[config.mk]
export PLATFORM = sky130hd
export DESIGN_NAME = pwm_cbc_modulator
export DESIGN_NICKNAME = d
export VERILOG_FILES = /design/src/rtl/pwm_cbc_modulator.sv
export SDC_FILE = /design/constraint.sdc
export NUM_CORES = 1
export LEC_CHECK = 0
export CORE_MARGIN = 3
export CORE_UTILIZATION = 49
export CTS_CLUSTER_SIZE = 28
export DETAILED_ROUTE_END_ITERATION = 12
export GPL_ROUTABILITY_DRIVEN = 0
export PLACE_DENSITY = 0.81
export REMOVE_ABC_BUFFERS = 1
export SLEW_MARGIN = 20
export SYNTH_ARGS = -nofsm -noshare
export SYNTH_HDL_FRONTEND = slang
export SYNTH_SLANG_ARGS = --single-unit
[constraint.sdc]
create_clock -name aclk -period 5.5 [get_ports aclk]
set_clock_uncertainty 0.15 [all_clocks]
set_input_delay 0.825 -clock aclk [delete_from_list [all_inputs] [get_ports aclk]]
set_output_delay 0.825 -clock aclk [all_outputs]
set_load 0.01 [all_outputs]
[src/rtl/pwm_cbc_modulator.sv]
// ---------------------------------------------------------------------------
// pwm_cbc_modulator
//
// Drive side of the switched-converter plant models. Produces the model step
// strobe `ce` from an aclk prescaler, and the switch command `s1` from a
// counter-based PWM carrier. The carrier has double-buffered period/duty and
// a cycle-by-cycle current limit. The limit is fed back from the plant's
// inductor current.
//
// Ports:
//   aclk          clock
//   resetn        synchronous, active-low reset
//   enable        run control (level); low clears the carrier and prescaler
//   ce_div        ce is asserted once every ce_div+1 aclk cycles
//   period        carrier terminal count (PWM period = period+1 ce steps)
//   duty          ce steps per period with s1=1
//   iL            signed inductor current from the plant
//   ilim          signed current limit (same Q format as iL)
//   ce            registered 1-cycle model step strobe
//   s1            registered switch command
//   period_start  registered pulse, high together with the ce that starts a period
//   trip          current-limit latch for the current period
//   cnt           carrier count (observability)
// ---------------------------------------------------------------------------
module pwm_cbc_modulator #(
    parameter int MODEL_DATA_WIDTH = 32,
    parameter int CNT_WIDTH        = 16,
    parameter int CE_DIV_WIDTH     = 8
) (
    input  logic                               aclk,
    input  logic                               resetn,
    input  logic                               enable,
    input  logic        [CE_DIV_WIDTH-1:0]     ce_div,
    input  logic        [CNT_WIDTH-1:0]        period,
    input  logic        [CNT_WIDTH-1:0]        duty,
    input  logic signed [MODEL_DATA_WIDTH-1:0] iL,
    input  logic signed [MODEL_DATA_WIDTH-1:0] ilim,
    output logic                               ce,
    output logic                               s1,
    output logic                               period_start,
    output logic                               trip,
    output logic        [CNT_WIDTH-1:0]        cnt
);

    logic [CE_DIV_WIDTH-1:0] div_cnt;
    logic [CNT_WIDTH-1:0]    period_active;
    logic [CNT_WIDTH-1:0]    duty_active;
    logic                    first;

    logic                    div_wrap;
    logic                    step_start;
    logic [CNT_WIDTH-1:0]    step_n;
    logic [CNT_WIDTH-1:0]    duty_sel;
    logic                    over_current;
    logic                    trip_step;
    logic [CNT_WIDTH-1:0]    cnt_nxt;
    logic [CNT_WIDTH-1:0]    period_nxt;
    logic                    first_nxt;

    // Strict signed compare: iL equal to the limit is not an over-current.
    function automatic logic over_limit(
        input logic signed [MODEL_DATA_WIDTH-1:0] cur,
        input logic signed [MODEL_DATA_WIDTH-1:0] lim
    );
        return cur > lim;
    endfunction

    always_comb begin
        // '>=' rather than '==' so that lowering ce_div below the running
        // count wraps at once instead of running through the whole counter.
        div_wrap     = (div_cnt >= ce_div);

        step_start   = first || (cnt == period_active);
        step_n       = step_start ? '0 : cnt + 1'b1;
        // At a period start the freshly sampled duty applies immediately.
        duty_sel     = step_start ? duty : duty_active;
        over_current = over_limit(iL, ilim);
        // A period start wins over a same-step over-current.
        trip_step    = step_start ? 1'b0 : (trip | (s1 & over_current));

        // Carrier state as it will be after this edge. It is used to predict
        // whether the ce being raised now will start a period.
        cnt_nxt      = ce ? step_n : cnt;
        period_nxt   = (ce && step_start) ? period : period_active;
        first_nxt    = (ce && step_start) ? 1'b0 : first;
    end

    always_ff @(posedge aclk) begin
        if (!resetn) begin
            div_cnt       <= '0;
            ce            <= 1'b0;
            s1            <= 1'b0;
            period_start  <= 1'b0;
            trip          <= 1'b0;
            cnt           <= '0;
            period_active <= '0;
            duty_active   <= '0;
            first         <= 1'b1;
        end else if (!enable) begin
            // Shadows are kept; the next enabled ce reloads them anyway.
            div_cnt      <= '0;
            ce           <= 1'b0;
            s1           <= 1'b0;
            period_start <= 1'b0;
            trip         <= 1'b0;
            cnt          <= '0;
            first        <= 1'b1;
        end else begin
            div_cnt      <= div_wrap ? '0 : div_cnt + 1'b1;
            ce           <= div_wrap;
            period_start <= div_wrap & (first_nxt | (cnt_nxt == period_nxt));

            if (ce) begin
                cnt  <= step_n;
                trip <= trip_step;
                s1   <= (step_n < duty_sel) & ~trip_step;
                if (step_start) begin
                    period_active <= period;
                    duty_active   <= duty;
                    first         <= 1'b0;
                end
            end
        end
    end

endmodule

==> metrics.cfg, run 1 <==
[placed_design]
io_buffers = 126
place_hpwl_um = 10100
preCtsSetupSlack_ns = 1.67
dp.cells = 821

[cells_and_area]
layout_common_cells = 126 x clkdlybuf4s50_1, 83 x nand2_1, 61 x dfxtp_1, 57 x ha_1
nFillCells = 782
final_common_cell = clkdlybuf4s50_1
fin_cells = 837
sequential_cell_area_um2 = 1220
multi_input_area_um2 = 3150
syn2layout_area_growth_pct = 32.4
antenna_cells = 0
drive_above_1_share_pct = 3.53
layout.nets = 867

[detailed_routing]
wl_per_cell_um = 15.7
vias = 4656
viasPerCell = 5.56
drt_iter0_markers = 288
drtAntennaViolNets = 0
drt_wl_total_um = 13100
drc_errors = 0
drtPass1Iterations = 4

[floorplanning]
ioPinCount = 127
die_y_um = 104
core_um2 = 9240
die_w_um = 104
start_util_pct = 50.6
rows = 35
die-area_um2 = 10700

[synth]
avgSynthCellArea_um2 = 7.87
synthCells = 594
ys_seq_elements = 61
synth_edf_count = 0
synth-seq-area-share_pct = 26.1
syn-cell-area_um2 = 4670
synth_ff_type = dfxtp_1
postSynth.asyncResetShare_pct = 0
ys_warn_count = 0
synth_cell_types = 49

[timing]
fin_crit_sh_pct = 70.1
fin_crit_ns = 3.86
setup_ws_ns = 1.64
slew_headroom_pct = 38.2
max_clock_freq_mhz = 259
slew_viol_final = 0
finalHoldViolCount = 0
setup_violations = 0
rsz0062_at_grt = no
fin_setup_tns_ns = 0
tightest_slew_ns = 0.920

[critical_path]
slowest_stage = a31o_4
endpoint_kind = flop
worst_setup_path_start_kind = flop
arrival_ns = 3.98
path_max_fanout = 52
r2r_start = cnt[7]
reg2reg_to = s1
regToRegSetupSlack_ns = 1.64
crit_path_frequent_cell = a21oi_1
cpPeakStageDelay_ns = 0.63
required_ns = 5.62
critPathKind = flop to flop
cp_cell_sequence = xor2_1 > or4_4 > nor3_4 > a31o_4 > mux2i_1 > ha_1 > a21oi_1 > nor2b_1 > o21ai_0 > nand2b_1 > a21oi_1 > o21ai_0 > nand3_1 > o211ai_1 > a21oi_1
r2r_cells = 15

[global_routing]
grt_max_degree = 53
grt_util_all_layers_pct = 24.5
grt_pass1_wl_um = 21900
antenna_found_initial = 0
first_global_vias = 4631
grt_overflow = 0

[worst_hold_path]
hold_class = flop to flop
worstHoldEndpoint = duty_active[0]
hold_depth = 2
hp-start = duty_active[0]

[clock_network]
clk_pin_slew_ns = 0.07
clk_path_buf_depth = 2
root_buffer = clkbuf_8
clock_sinks = 61
ctsHoldBuffers = 0
clk_latency_ns = 0.34
cts-buffers-inserted = 9
cts_max_level = 3
cts_setup_buffers = 0
cts_tree = yes
cts_resized = 0

[power]
powerDensity_nw_per_um2 = 162
peakVddDrop_mv = 0.169
switchingPower_uw = 239
pwr-share-comb_pct = 16.3
p_seq_share_pct = 44.1
power.internal_uw = 766
power_frac_clock_pct = 39.6
swShare_pct = 23.8
cellLeakagePower_uw = 0.00288

[run_status]
status = complete, no violations

[flow_run]
max_cap_viol_count = 0

==> layer usage <==
layer | wire [um] | vias to the layer above | global-route usage [%]
met5 | 0 | - | 0
met2 | 6230 | 196 | 42.8
met3 | 1170 | 26 | 7.41
met1 | 5490 | 2125 | 29.3
met4 | 255 | 0 | 6.65
li1 | - | 2309 | -
==> final cells by class <==
class	count	area share, %
clock inverter	4	0.769
sequential	61	19.7
multi-input combinational	458	51.0
tap	129	2.61
inverter	42	2.55
timing repair buffer	131	21.0
clock buffer	12	2.35
==> cell families (layout without fill, tap and decap cells) <==
logic type | Yosys count | in the layout | synth area share (%)
AO/OA/AOI/OAI | 128 | 128 | 19.2
XOR/XNOR | 37 | 37 | 6.93
adder cells (fa/ha/maj) | 57 | 57 | 15.3
buffers and inverters | 75 | 189 | 6.37
flip-flops | 61 | 61 | 26.1
multiplexers | 17 | 17 | 3.64
AND/OR/NAND/NOR | 219 | 219 | 22.4
==> how the worst max path moves through the flow <==
| stage | cells past startpoint | endpoint | from |
|---|---|---|---|
| 5_1_grt | 15 | s1 | cnt[7] |
| 3_5_place_dp | 15 | s1 | cnt[7] |
| 6_report | 15 | s1 | cnt[7] |
| 4_1_cts | 15 | s1 | cnt[7] |
| 3_3_place_gp | 15 | s1 | cnt[7] |
| 2_1_floorplan | 15 | s1 | cnt[7] |
==> power by group through the flow <==
stage                     registers (uW)  clock network [uW]  logic [uW]
after global placement               454                   0         157
after detailed placement             454                   0         163
final                                444                 398         164
after floorplan                      453                   0        61.2
after CTS                            444                 404         165
after global routing                 443                 424         181
==> metrics by stage <==
step | util (%) | power [uW] | hold slack, ns | instance area (um2)
after floorplan | - | 515 | 0.294 | 4530
after global placement | 64.9 | 611 | 0.315 | 5990
after detailed placement | 64.9 | 617 | 0.320 | 5990
after CTS | 66.9 | 1010 | 0.330 | 6190
after global routing | 66.9 | 1050 | 0.352 | 6190
final | 66.9 | 1010 | 0.328 | 6190
==> state kept, by name, indices dropped and copies added (netlist names) <==
signal	count
ce	1
duty_active	16
div_cnt	8
s1	1
cnt	16
trip	1
period_start	1
first	1
period_active	16
==> Yosys cell counts, types with 5 or more instances <==
cell	number	share of area, %
o211ai_1	5	0.80
a21oi_1	32	3.4
a22oi_1	5	0.80
nand3_1	18	1.9
a21o_1	12	1.9
xor2_1	27	5.1
mux2i_1	17	3.6
and2_1	5	0.67
o211a_1	17	3.6
nor2b_1	6	0.80
clkbuf_1	25	2.0
nand2_1	83	6.7
ha_1	57	15
inv_1	42	3.4
and3_1	9	1.2
dfxtp_1	61	26
nor2_1	42	3.4
or3_1	5	0.67
a21boi_0	17	2.7
nor3_1	19	2.0
nand2b_1	6	0.80
nand4_1	12	1.6
xnor2_1	10	1.9
o21ai_0	17	1.8
==> worst max-delay path, delay by kind of cell (launching register included) <==
kind / cells / cell delay [ns]
compound gates: 7 / 1.33
xor+xnor: 1 / 0.17
fa+ha+maj: 1 / 0.29
flops: 1 / 0.51
mux: 1 / 0.32
simple gates: 5 / 1.00
Power figures use the tool's default switching activity.
==> run 2, diff against run 1 <==
==> constraint.sdc (replaced) <==
create_clock -name aclk -period 3.6 [get_ports aclk]
set_clock_uncertainty 0.15 [all_clocks]
set_input_delay 0.54 -clock aclk [delete_from_list [all_inputs] [get_ports aclk]]
set_output_delay 0.54 -clock aclk [all_outputs]
set_load 0.01 [all_outputs]
==> run 2 against run 1 <==
Net effect:
- wire length grew 6.6%
- cell count grew 1.8%
- final area grew 3.2%
- global-route usage grew 1.4 points
- via count grew 3.1%
- critical path depth is the same
- non-clock buffer count grew 15
- die area is the same
- sequential cell count is the same
- sequential power grew 52%
- critical path type unchanged
- highest routed layer unchanged
==> metrics.cfg, run 2 (synthesized netlist as in run 1, its figures left out) <==
[run_status]
status = complete, no violations  ; unchanged

[detailed_routing]
drt_iter0_markers = 208  ; was 288
drt_wl_total_um = 14000  ; was 13100 um
wl_per_cell_um = 16.5  ; was 15.7 um
vias = 4800  ; was 4656
drtPass1Iterations = 6  ; was 4
viasPerCell = 5.63  ; was 5.56
drtAntennaViolNets = 0  ; unchanged
drc_errors = 0  ; unchanged

[floorplanning]
start_util_pct = 50.6  ; unchanged
ioPinCount = 127  ; unchanged
die_w_um = 104  ; unchanged
die_y_um = 104  ; unchanged
rows = 35  ; unchanged
die-area_um2 = 10700  ; unchanged
core_um2 = 9240  ; unchanged

[critical_path]
worst_setup_path_start_kind = flop  ; unchanged
arrival_ns = 3.57  ; was 3.98 ns
slowest_stage = or4_4  ; was a31o_4
crit_path_frequent_cell = a21oi_1  ; unchanged
cpPeakStageDelay_ns = 0.56  ; was 0.63 ns
path_max_fanout = 11  ; was 52
endpoint_kind = flop  ; unchanged
critPathKind = flop to flop  ; unchanged
required_ns = 3.74  ; was 5.62 ns
cp_cell_sequence = xor2_1 > or4_4 > nor3_4 > a31o_4 > mux2i_2 > ha_1 > a21oi_1 > nor2b_1 > o21ai_0 > nand2b_1 > a21oi_1 > o21ai_0 > nand3_1 > o211ai_1 > a21oi_1  ; was xor2_1 > or4_4 > nor3_4 > a31o_4 > mux2i_1 > ha_1 > a21oi_1 > nor2b_1 > o21ai_0 > nand2b_1 > a21oi_1 > o21ai_0 > nand3_1 > o211ai_1 > a21oi_1

[timing]
max_clock_freq_mhz = 291  ; was 259 MHz
setup_violations = 0  ; unchanged
fin_crit_sh_pct = 95.4  ; was 70.1%
whs_ns = 0.324  ; was 0.328 ns
slew_headroom_pct = 37.0  ; was 38.2%
fin_crit_ns = 3.43  ; was 3.86 ns
rsz0062_at_grt = no  ; unchanged
slew_viol_final = 0  ; unchanged
fin_setup_tns_ns = 0  ; unchanged
finalHoldViolCount = 0  ; unchanged
tightest_slew_ns = 0.938  ; was 0.920 ns

[worst_hold_path]
hold_class = flop to flop  ; unchanged

[clock_network]
clk_latency_ns = 0.35  ; was 0.34 ns
clock_sinks = 61  ; unchanged
clk_pin_slew_ns = 0.07  ; about the same
cts_tree = yes  ; unchanged
cts-buffers-inserted = 9  ; unchanged
clk_path_buf_depth = 2  ; unchanged
cts_max_level = 3  ; unchanged
root_buffer = clkbuf_8  ; unchanged

[cells_and_area]
multi_input_area_um2 = 3160  ; was 3150 um2
drive_above_1_share_pct = 6.78  ; was 3.53%
layout.nets = 882  ; was 867
final_common_cell = clkdlybuf4s50_1  ; unchanged
nFillCells = 743  ; was 782
largestRegisters = cnt x16, duty_active x16, period_active x16  ; unchanged
layout_common_cells = 126 x clkdlybuf4s50_1, 83 x nand2_1, 57 x ha_1, 56 x dfxtp_1  ; was 126 x clkdlybuf4s50_1, 83 x nand2_1, 61 x dfxtp_1, 57 x ha_1
syn2layout_area_growth_pct = 36.5  ; was 32.4%
sequential_cell_area_um2 = 1230  ; was 1220 um2
antenna_cells = 0  ; unchanged

[global_routing]
antenna_found_initial = 0  ; unchanged
grt_max_degree = 35  ; was 53
grt_util_all_layers_pct = 25.9  ; was 24.5%
first_global_vias = 4826  ; was 4631
grt_pass1_wl_um = 23100  ; was 21900 um
grt_overflow = 0  ; unchanged

[power]
powerDensity_nw_per_um2 = 265  ; was 162 nW/um2
cellLeakagePower_uw = 0.00297  ; was 0.00288 uW
peakVddDrop_mv = 0.241  ; was 0.169 mV

[placed_design]
io_buffers = 126  ; unchanged
place_hpwl_um = 10900  ; was 10100 um

[flow_run]
max_cap_viol_count = 0  ; unchanged

-- run 2: stage by stage --
step | cells | setup slack [ns] | cell area [um2] | total power [uW] | util, %
global placement | 834 | 0.249 | 6100 | 934 | 66.1
global route | 852 | 0.00962 | 6380 | 1760 | 69.1
CTS | 850 | 0.0727 | 6350 | 1690 | 68.7
floorplan | 561 | 0.140 | 4530 | 786 | -
finish | 852 | 0.167 | 6380 | 1690 | 69.1
detailed placement | 834 | 0.141 | 6100 | 944 | 66.1
-- run 2: final cells by class --
| cell class | count | share of cell area (%) |
|---|---|---|
| multi-input cells | 458 | 49.6 |
| repair buffers | 146 | 22.3 |
| flip-flops and latches | 61 | 19.2 |
| well taps | 129 | 2.53 |
| inverters | 42 | 2.47 |
| clock buffers | 9 | 1.94 |
| clock inverters | 7 | 1.92 |
-- run 2: worst max-delay path, delay by kind of cell, from the launching register on --
kind / cells / cell delay, ns
muxes: 1 / 0.26
DFF: 1 / 0.36
adders and majority gates: 1 / 0.27
and+or+nand+nor: 5 / 1.07
xor gates and xnor gates: 1 / 0.17
AOI/OAI and AO/OA: 7 / 1.09
-- run 2: per-layer routing --
metal,vias up,global-route usage (%),wire length [um]
met5,-,0,0
met3,36,7.41,1410
li1,2341,-,-
met2,244,44.6,6570
met4,0,8.26,351
met1,2179,31.1,5690
-- run 2: path summary, 6_finish.rpt --
check,slack [ns],cells after the start,start,end
max,0.17,15,cnt[14],s1
min,0.32,2,duty_active[0],duty_active[0]
max reg2reg,0.17,15,cnt[14],s1
min reg2reg,0.32,2,duty_active[0],duty_active[0]
-- run 2: repair_timing --
action,in CTS,in global routing
buffers inserted,0,2
gates resized for setup,0,7
setup endpoints to repair,0,2
hold buffers,0,0
-- run 2: where the power goes --
group | leakage, uW | internal, uW | switching (uW)
clock | 0.000116 | 463 | 299
combinational | 0.00236 | 157 | 93.1
sequential | 0.000494 | 676 | 1.71
total | 0.00297 | 1300 | 394
